--- src/rtl/mem_access_seq.sv ---
// Multicycle load/store sequencer: aligns a CPU access onto a word-wide memory
// port, waits for the acknowledge and returns the extended load result.
module mem_access_seq #(
    parameter int TIMEOUT = 16,
    parameter int CNT_W   = 5
) (
    input  logic        clk,
    input  logic        rst_n,
    input  logic        start,
    input  logic        is_store,
    input  logic [2:0]  acc_type,
    input  logic [31:0] addr,
    input  logic [31:0] wdata,
    output logic        busy,
    output logic        done,
    output logic [31:0] rdata,
    output logic        err_align,
    output logic        err_timeout,
    output logic        mem_req,
    output logic        mem_we,
    output logic [31:0] mem_addr,
    output logic [3:0]  mem_be,
    output logic [31:0] mem_wdata,
    input  logic [31:0] mem_rdata,
    input  logic        mem_ack
);

    typedef enum logic [2:0] {
        S_IDLE   = 3'd0,
        S_CHECK  = 3'd1,
        S_WAIT   = 3'd2,
        S_FINISH = 3'd3,
        S_FAULT  = 3'd4
    } state_t;

    // Last counter value tolerated without ack; only meaningful when TIMEOUT > 0.
    localparam logic [CNT_W-1:0] TO_LIMIT = (TIMEOUT > 0) ? CNT_W'(TIMEOUT - 1) : '0;

    state_t            state_q, state_d;
    logic              is_store_q, is_store_d;
    logic [2:0]        type_q, type_d;
    logic [31:0]       addr_q, addr_d;
    logic [31:0]       wdata_q, wdata_d;
    logic [CNT_W-1:0]  cnt_q, cnt_d;
    logic [31:0]       mdr_q, mdr_d;
    logic [31:0]       rdata_q, rdata_d;
    logic              to_fault_q, to_fault_d;
    logic              mem_req_q, mem_req_d;
    logic              mem_we_q, mem_we_d;
    logic [31:0]       mem_addr_q, mem_addr_d;
    logic [3:0]        mem_be_q, mem_be_d;
    logic [31:0]       mem_wdata_q, mem_wdata_d;

    logic              acc_byte;
    logic              acc_half;
    logic              misaligned;
    logic [3:0]        be_calc;
    logic [31:0]       wdata_calc;
    logic [7:0]        lane_byte;
    logic [15:0]       lane_half;
    logic [31:0]       load_result;

    // Access decode from the latched request; unused encodings behave as word.
    always_comb begin
        acc_byte   = (type_q == 3'b001) || (type_q == 3'b011);
        acc_half   = (type_q == 3'b010) || (type_q == 3'b100);
        misaligned = (acc_half && addr_q[0]) ||
                     (!acc_byte && !acc_half && (addr_q[1:0] != 2'b00));

        be_calc    = 4'b1111;
        wdata_calc = wdata_q;
        if (acc_byte) begin
            be_calc    = 4'b0001 << addr_q[1:0];
            wdata_calc = {4{wdata_q[7:0]}};
        end else if (acc_half) begin
            be_calc    = 4'b0011 << {addr_q[1], 1'b0};
            wdata_calc = {2{wdata_q[15:0]}};
        end
    end

    // Lane select and extension of the MDR for the returned load value.
    always_comb begin
        lane_byte = mdr_q[{addr_q[1:0], 3'b000} +: 8];
        lane_half = addr_q[1] ? mdr_q[31:16] : mdr_q[15:0];
        case (type_q)
            3'b001:  load_result = {{24{lane_byte[7]}}, lane_byte};
            3'b011:  load_result = {24'd0, lane_byte};
            3'b010:  load_result = {{16{lane_half[15]}}, lane_half};
            3'b100:  load_result = {16'd0, lane_half};
            default: load_result = mdr_q;
        endcase
    end

    always_ff @(posedge clk or negedge rst_n) begin
        if (!rst_n) begin
            state_q     <= S_IDLE;
            is_store_q  <= 1'b0;
            type_q      <= 3'd0;
            addr_q      <= 32'd0;
            wdata_q     <= 32'd0;
            cnt_q       <= '0;
            mdr_q       <= 32'd0;
            rdata_q     <= 32'd0;
            to_fault_q  <= 1'b0;
            mem_req_q   <= 1'b0;
            mem_we_q    <= 1'b0;
            mem_addr_q  <= 32'd0;
            mem_be_q    <= 4'd0;
            mem_wdata_q <= 32'd0;
        end else begin
            state_q     <= state_d;
            is_store_q  <= is_store_d;
            type_q      <= type_d;
            addr_q      <= addr_d;
            wdata_q     <= wdata_d;
            cnt_q       <= cnt_d;
            mdr_q       <= mdr_d;
            rdata_q     <= rdata_d;
            to_fault_q  <= to_fault_d;
            mem_req_q   <= mem_req_d;
            mem_we_q    <= mem_we_d;
            mem_addr_q  <= mem_addr_d;
            mem_be_q    <= mem_be_d;
            mem_wdata_q <= mem_wdata_d;
        end
    end

    always_comb begin
        state_d     = state_q;
        is_store_d  = is_store_q;
        type_d      = type_q;
        addr_d      = addr_q;
        wdata_d     = wdata_q;
        cnt_d       = cnt_q;
        mdr_d       = mdr_q;
        rdata_d     = rdata_q;
        to_fault_d  = to_fault_q;
        mem_req_d   = mem_req_q;
        mem_we_d    = mem_we_q;
        mem_addr_d  = mem_addr_q;
        mem_be_d    = mem_be_q;
        mem_wdata_d = mem_wdata_q;

        case (state_q)
            S_IDLE: begin
                cnt_d = '0;
                if (start) begin
                    is_store_d = is_store;
                    type_d     = acc_type;
                    addr_d     = addr;
                    wdata_d    = wdata;
                    state_d    = S_CHECK;
                end
            end
            S_CHECK: begin
                if (misaligned) begin
                    to_fault_d = 1'b0;
                    state_d    = S_FAULT;
                end else begin
                    mem_req_d   = 1'b1;
                    mem_we_d    = is_store_q;
                    mem_addr_d  = {addr_q[31:2], 2'b00};
                    mem_be_d    = be_calc;
                    mem_wdata_d = wdata_calc;
                    cnt_d       = '0;
                    state_d     = S_WAIT;
                end
            end
            S_WAIT: begin
                // An ack in the limit cycle still completes the access.
                if (mem_ack) begin
                    mdr_d     = mem_rdata;
                    mem_req_d = 1'b0;
                    mem_we_d  = 1'b0;
                    state_d   = S_FINISH;
                end else if ((TIMEOUT > 0) && (cnt_q == TO_LIMIT)) begin
                    mem_req_d  = 1'b0;
                    mem_we_d   = 1'b0;
                    to_fault_d = 1'b1;
                    state_d    = S_FAULT;
                end else begin
                    cnt_d = cnt_q + CNT_W'(1);
                end
            end
            S_FINISH: begin
                if (!is_store_q) begin
                    rdata_d = load_result;
                end
                state_d = S_IDLE;
            end
            S_FAULT: begin
                state_d = S_IDLE;
            end
            default: begin
                state_d = S_IDLE;
            end
        endcase
    end

    assign busy        = (state_q != S_IDLE);
    assign done        = (state_q == S_FINISH);
    assign err_align   = (state_q == S_FAULT) && !to_fault_q;
    assign err_timeout = (state_q == S_FAULT) && to_fault_q;
    // The load result is visible during the done cycle and held afterwards.
    assign rdata       = (state_q == S_FINISH && !is_store_q) ? load_result : rdata_q;
    assign mem_req     = mem_req_q;
    assign mem_we      = mem_we_q;
    assign mem_addr    = mem_addr_q;
    assign mem_be      = mem_be_q;
    assign mem_wdata   = mem_wdata_q;

endmodule

--- config.mk ---
export PLATFORM = sky130hd
export DESIGN_NAME = mem_access_seq
export DESIGN_NICKNAME = d
export VERILOG_FILES = /design/src/rtl/mem_access_seq.sv
export SDC_FILE = /design/constraint.sdc
export NUM_CORES = 1
export LEC_CHECK = 0
export ABC_CLOCK_PERIOD_IN_PS = 2150
export BUFFER_PORTS_ARGS = -buffer_cell sky130_fd_sc_hd__buf_4
export CORE_AREA = 4 4 143 145
export CTS_CLUSTER_SIZE = 25
export DETAILED_ROUTE_END_ITERATION = 7
export DIE_AREA = 0 0 147 149
export GPL_ROUTABILITY_DRIVEN = 0
export PLACE_DENSITY = 0.76
export SLEW_MARGIN = 40
export SYNTH_ARGS = -nofsm -noshare
export SYNTH_HDL_FRONTEND = slang
export SYNTH_SLANG_ARGS = --single-unit
--- constraint.sdc ---
create_clock -name clk -period 2.15 [get_ports clk]
set_input_delay 0.5375 -clock clk [delete_from_list [all_inputs] [get_ports clk]]
set_output_delay 0.5375 -clock clk [all_outputs]
set_load 0.01 [all_outputs]
==> results.json <==
{
  "yosysSeqAreaShare_pct": 56.28,
  "grt_pass1_vias": 7100,
  "clkTransAtPathRegs_ns": 0.06,
  "cp_top_family": "compound AO/OA/AOI/OAI gates",
  "fin_cells": 1247,
  "insertedDiodeCount": 0,
  "startpoint": "addr_q[0]",
  "path_cells": "mux2i_1 > nor4_1 > o311a_1 > buf_12 > a221o_1 > buf_6",
  "irDropWorstVdd_mv": 1.115,
  "hold_depth": 3,
  "slew_viol_final": 0,
  "fin_total_pwr_mw": 22.15,
  "maxCapViolCount": 0,
  "worst_pin_slew_ns": 0.6402,
  "gr-total-overflow": 0,
  "hold_end": "type_q[0]",
  "drc_errors": 0,
  "vias": 6948,
  "die_y_um": 149,
  "worst_ep_required_time_ns": 1.61,
  "core_mm2": 0.01921,
  "drtAntennaViolNets": 0,
  "fin_crit_ns": 2.740,
  "ys.flop_type": "dfrtp_1",
  "yosys_register_bits": 209,
  "die_area_mm2": 0.02190,
  "ctsHtreeMaxLevel": 1,
  "violations": "setup timing",
  "track_usage_pct": 22.31,
  "port_buffers": 207,
  "clock-root-buffer": "clkbuf_16",
  "start_kind": "register",
  "setup_slack_ns": -0.5903,
  "drt-initial-drc-count": 289,
  "grt_max_degree": 59,
  "final_common_cell": "buf_4",
  "hold_class": "primary input to register",
  "max_freq_mhz": 364.9,
  "timing.rr.start": "type_q[0]",
  "crit_type": "register to output pin",
  "mostFrequentLayoutCells": "buf_4 (251), dfrtp_1 (204), mux2_2 (161), buf_6 (34)",
  "end_kind": "output pin",
  "synth_area_mm2": 0.009293,
  "setup_viol": 32,
  "hp-start": "acc_type[0]",
  "cts_sinks": 209,
  "setup_tns_ns": -17.80,
  "synth_cells": 699,
  "ys_types": 57,
  "die_w_um": 147,
  "dr.pass1.iters": 5,
  "rows": 51,
  "synthArstFlopShare_pct": 100.0,
  "fillers": 1384,
  "drive_gt1_share_pct": 56.21,
  "place_area_mm2": 0.01165,
  "antenna_found_initial": 0,
  "cp_max_fo": 16,
  "r2r_end": "mem_addr[3]",
  "p_per_area_mw_per_mm2": 1723,
  "finalHoldViolations": 0,
  "top_level_ports": 210,
  "start_util_pct": 48.38,
  "design_area_mm2": 0.01285,
  "grt_pass1_wl_um": 39460,
  "leakagePower_nw": 5.789,
  "yosysWarningCount": 0,
  "r2r_setup_slack_ns": 0.09,
  "status": "complete, but fails checks",
  "crit_buf_inv": 2,
  "layout.nets": 1078,
  "rsz0062_at_grt": "yes",
  "max_stage_delay_ns": 0.41,
  "cp_data_arrival_time_ns": 2.20,
  "clock-skew-final_ns": 0.01436,
  "whs_ns": 0.2447,
  "avgRoutedWirePerCell_um": 20.15,
  "dp_hpwl_um": 16980,
  "period_share_pct": 127.5,
  "vias_per_cell": 5.572,
  "clockBufferDepth": 3,
  "cts_made_buffers": 23,
  "syn_area_per_cell_um2": 13.29,
  "synth_enable_flop_cells": 0,
  "cp_slowest_cell": "dfrtp_2",
  "dp_cells": 1187,
  "slew_headroom_pct": 57.16,
  "synthToLayoutAreaGrowth_pct": 38.32,
  "clkLatencyLatePin_ns": 0.51,
  "reg2reg_depth": 6,
  "wirelength_um": 25120,
  "tritoncts": "done"
}
-- routing by layer --
layer | share of wire [%] | track usage [%] | up-vias
met5 | 0 | 0 | -
met4 | 1.8 | 4.846 | 0
met3 | 10 | 7.931 | 38
met2 | 48 | 36.74 | 277
met1 | 40 | 28.74 | 3463
li1 | - | - | 3170
-- kinds of logic (layout without fill, tap and decap cells) --
kind of cell	count (synthesis)	after routing	share of synthesized area, %
compound gates	138	138	11.22
xor+xnor	1	1	0.1751
fa+ha+maj	2	2	0.2692
buf+inv	61	343	3.083
flops	209	209	56.28
mux	182	182	22.74
other cells	1	2	0.04035
simple gates	105	105	6.194
-- worst max path at each step --
stage                            to  cells after the start  slack [ns]
after global placement    rdata[10]                      5       -0.19
after detailed placement   rdata[0]                      6       -0.22
after floorplan           rdata[10]                      5      -0.007
after global routing       rdata[6]                      6       -0.66
after CTS                 rdata[29]                      6       -0.60
final                     rdata[28]                      6       -0.59
-- layout make-up --
class,count,area [um2],share of cell area (%)
Clock buffer,30,611.8,4.760
Clock inverter,5,78.83,0.6133
Inverter,9,33.78,0.2628
Multi-Input combinational cell,430,4029,31.34
Sequential cell,209,5236,40.74
Tap cell,265,331.6,2.580
Timing Repair Buffer,299,2532,19.70
-- report_power, final --
part	total [mW]	switching (mW)	internal (mW)
registers	7.42	1.49	5.93
clock network	3.72	1.50	2.22
logic	11.0	4.73	6.28
-- cell usage after synthesis (all sizes together), types with 2 or more instances --
cell type    n  area, um2
a21oi       22      110.1
o211ai       2      15.01
ha           2      25.02
nor4bb       2      20.02
a221oi      24      216.5
o22ai       11      68.82
clkbuf      21      78.83
a211oi       2      15.01
nand2b      11      68.82
a32oi        8      70.07
a221o       16      160.2
mux2       179       2083
dfrtp      209       5230
o21ai       16      80.07
a31oi       10      62.56
a22oi        8      60.06
nand2       24      90.09
o32a        10      100.1
nor4         2      12.51
nor2        19      76.32
nand3        9      45.04
nand3b       3      22.52
nor2b        9      56.30
buf         31      173.9
or2          2      12.51
mux2i        3      30.03
and2         3      18.77
nor3         2      10.01
inv          9      33.78
and3        10      62.56
nor3b        2      20.02
-- what timing repair did --
| action | CTS | global route |
|---|---|---|
| buffers inserted | 9 | 17 |
| hold endpoints to repair | 54 | 0 |
| gates resized for setup | 63 | 15 |
| hold buffers | 1 | 0 |
| pin swaps | 9 | 10 |
| endpoints found under the setup margin | 34 | 34 |
-- registers in the layout, summed over array words and instances, names as in the netlist, 3 cells and up --
register   flops
mem_addr      30
mem_wdata     32
cnt_q          5
addr_q        32
mdr_q         32
wdata_q       32
state_q        3
rdata_q       32
mem_be         4
type_q         3
-- through the flow --
step / worst slack (ns) / util (%)
finish: -0.5903 / 66.92
global route: -0.6632 / 66.92
CTS: -0.6008 / 65.86
detailed placement: -0.2191 / 60.68
global placement: -0.1909 / 60.68
floorplan: -0.006706 / -
-- worst reg2reg max path, cell delays in order, from the launching register on --
cell and delay, ns:
dfrtp_2 0.46, buf_6 0.15, or2_4 0.24, o31a_1 0.29, a21bo_4 0.31, buf_12 0.19
mux2_2 0.30
Power figures use the tool's default switching activity.
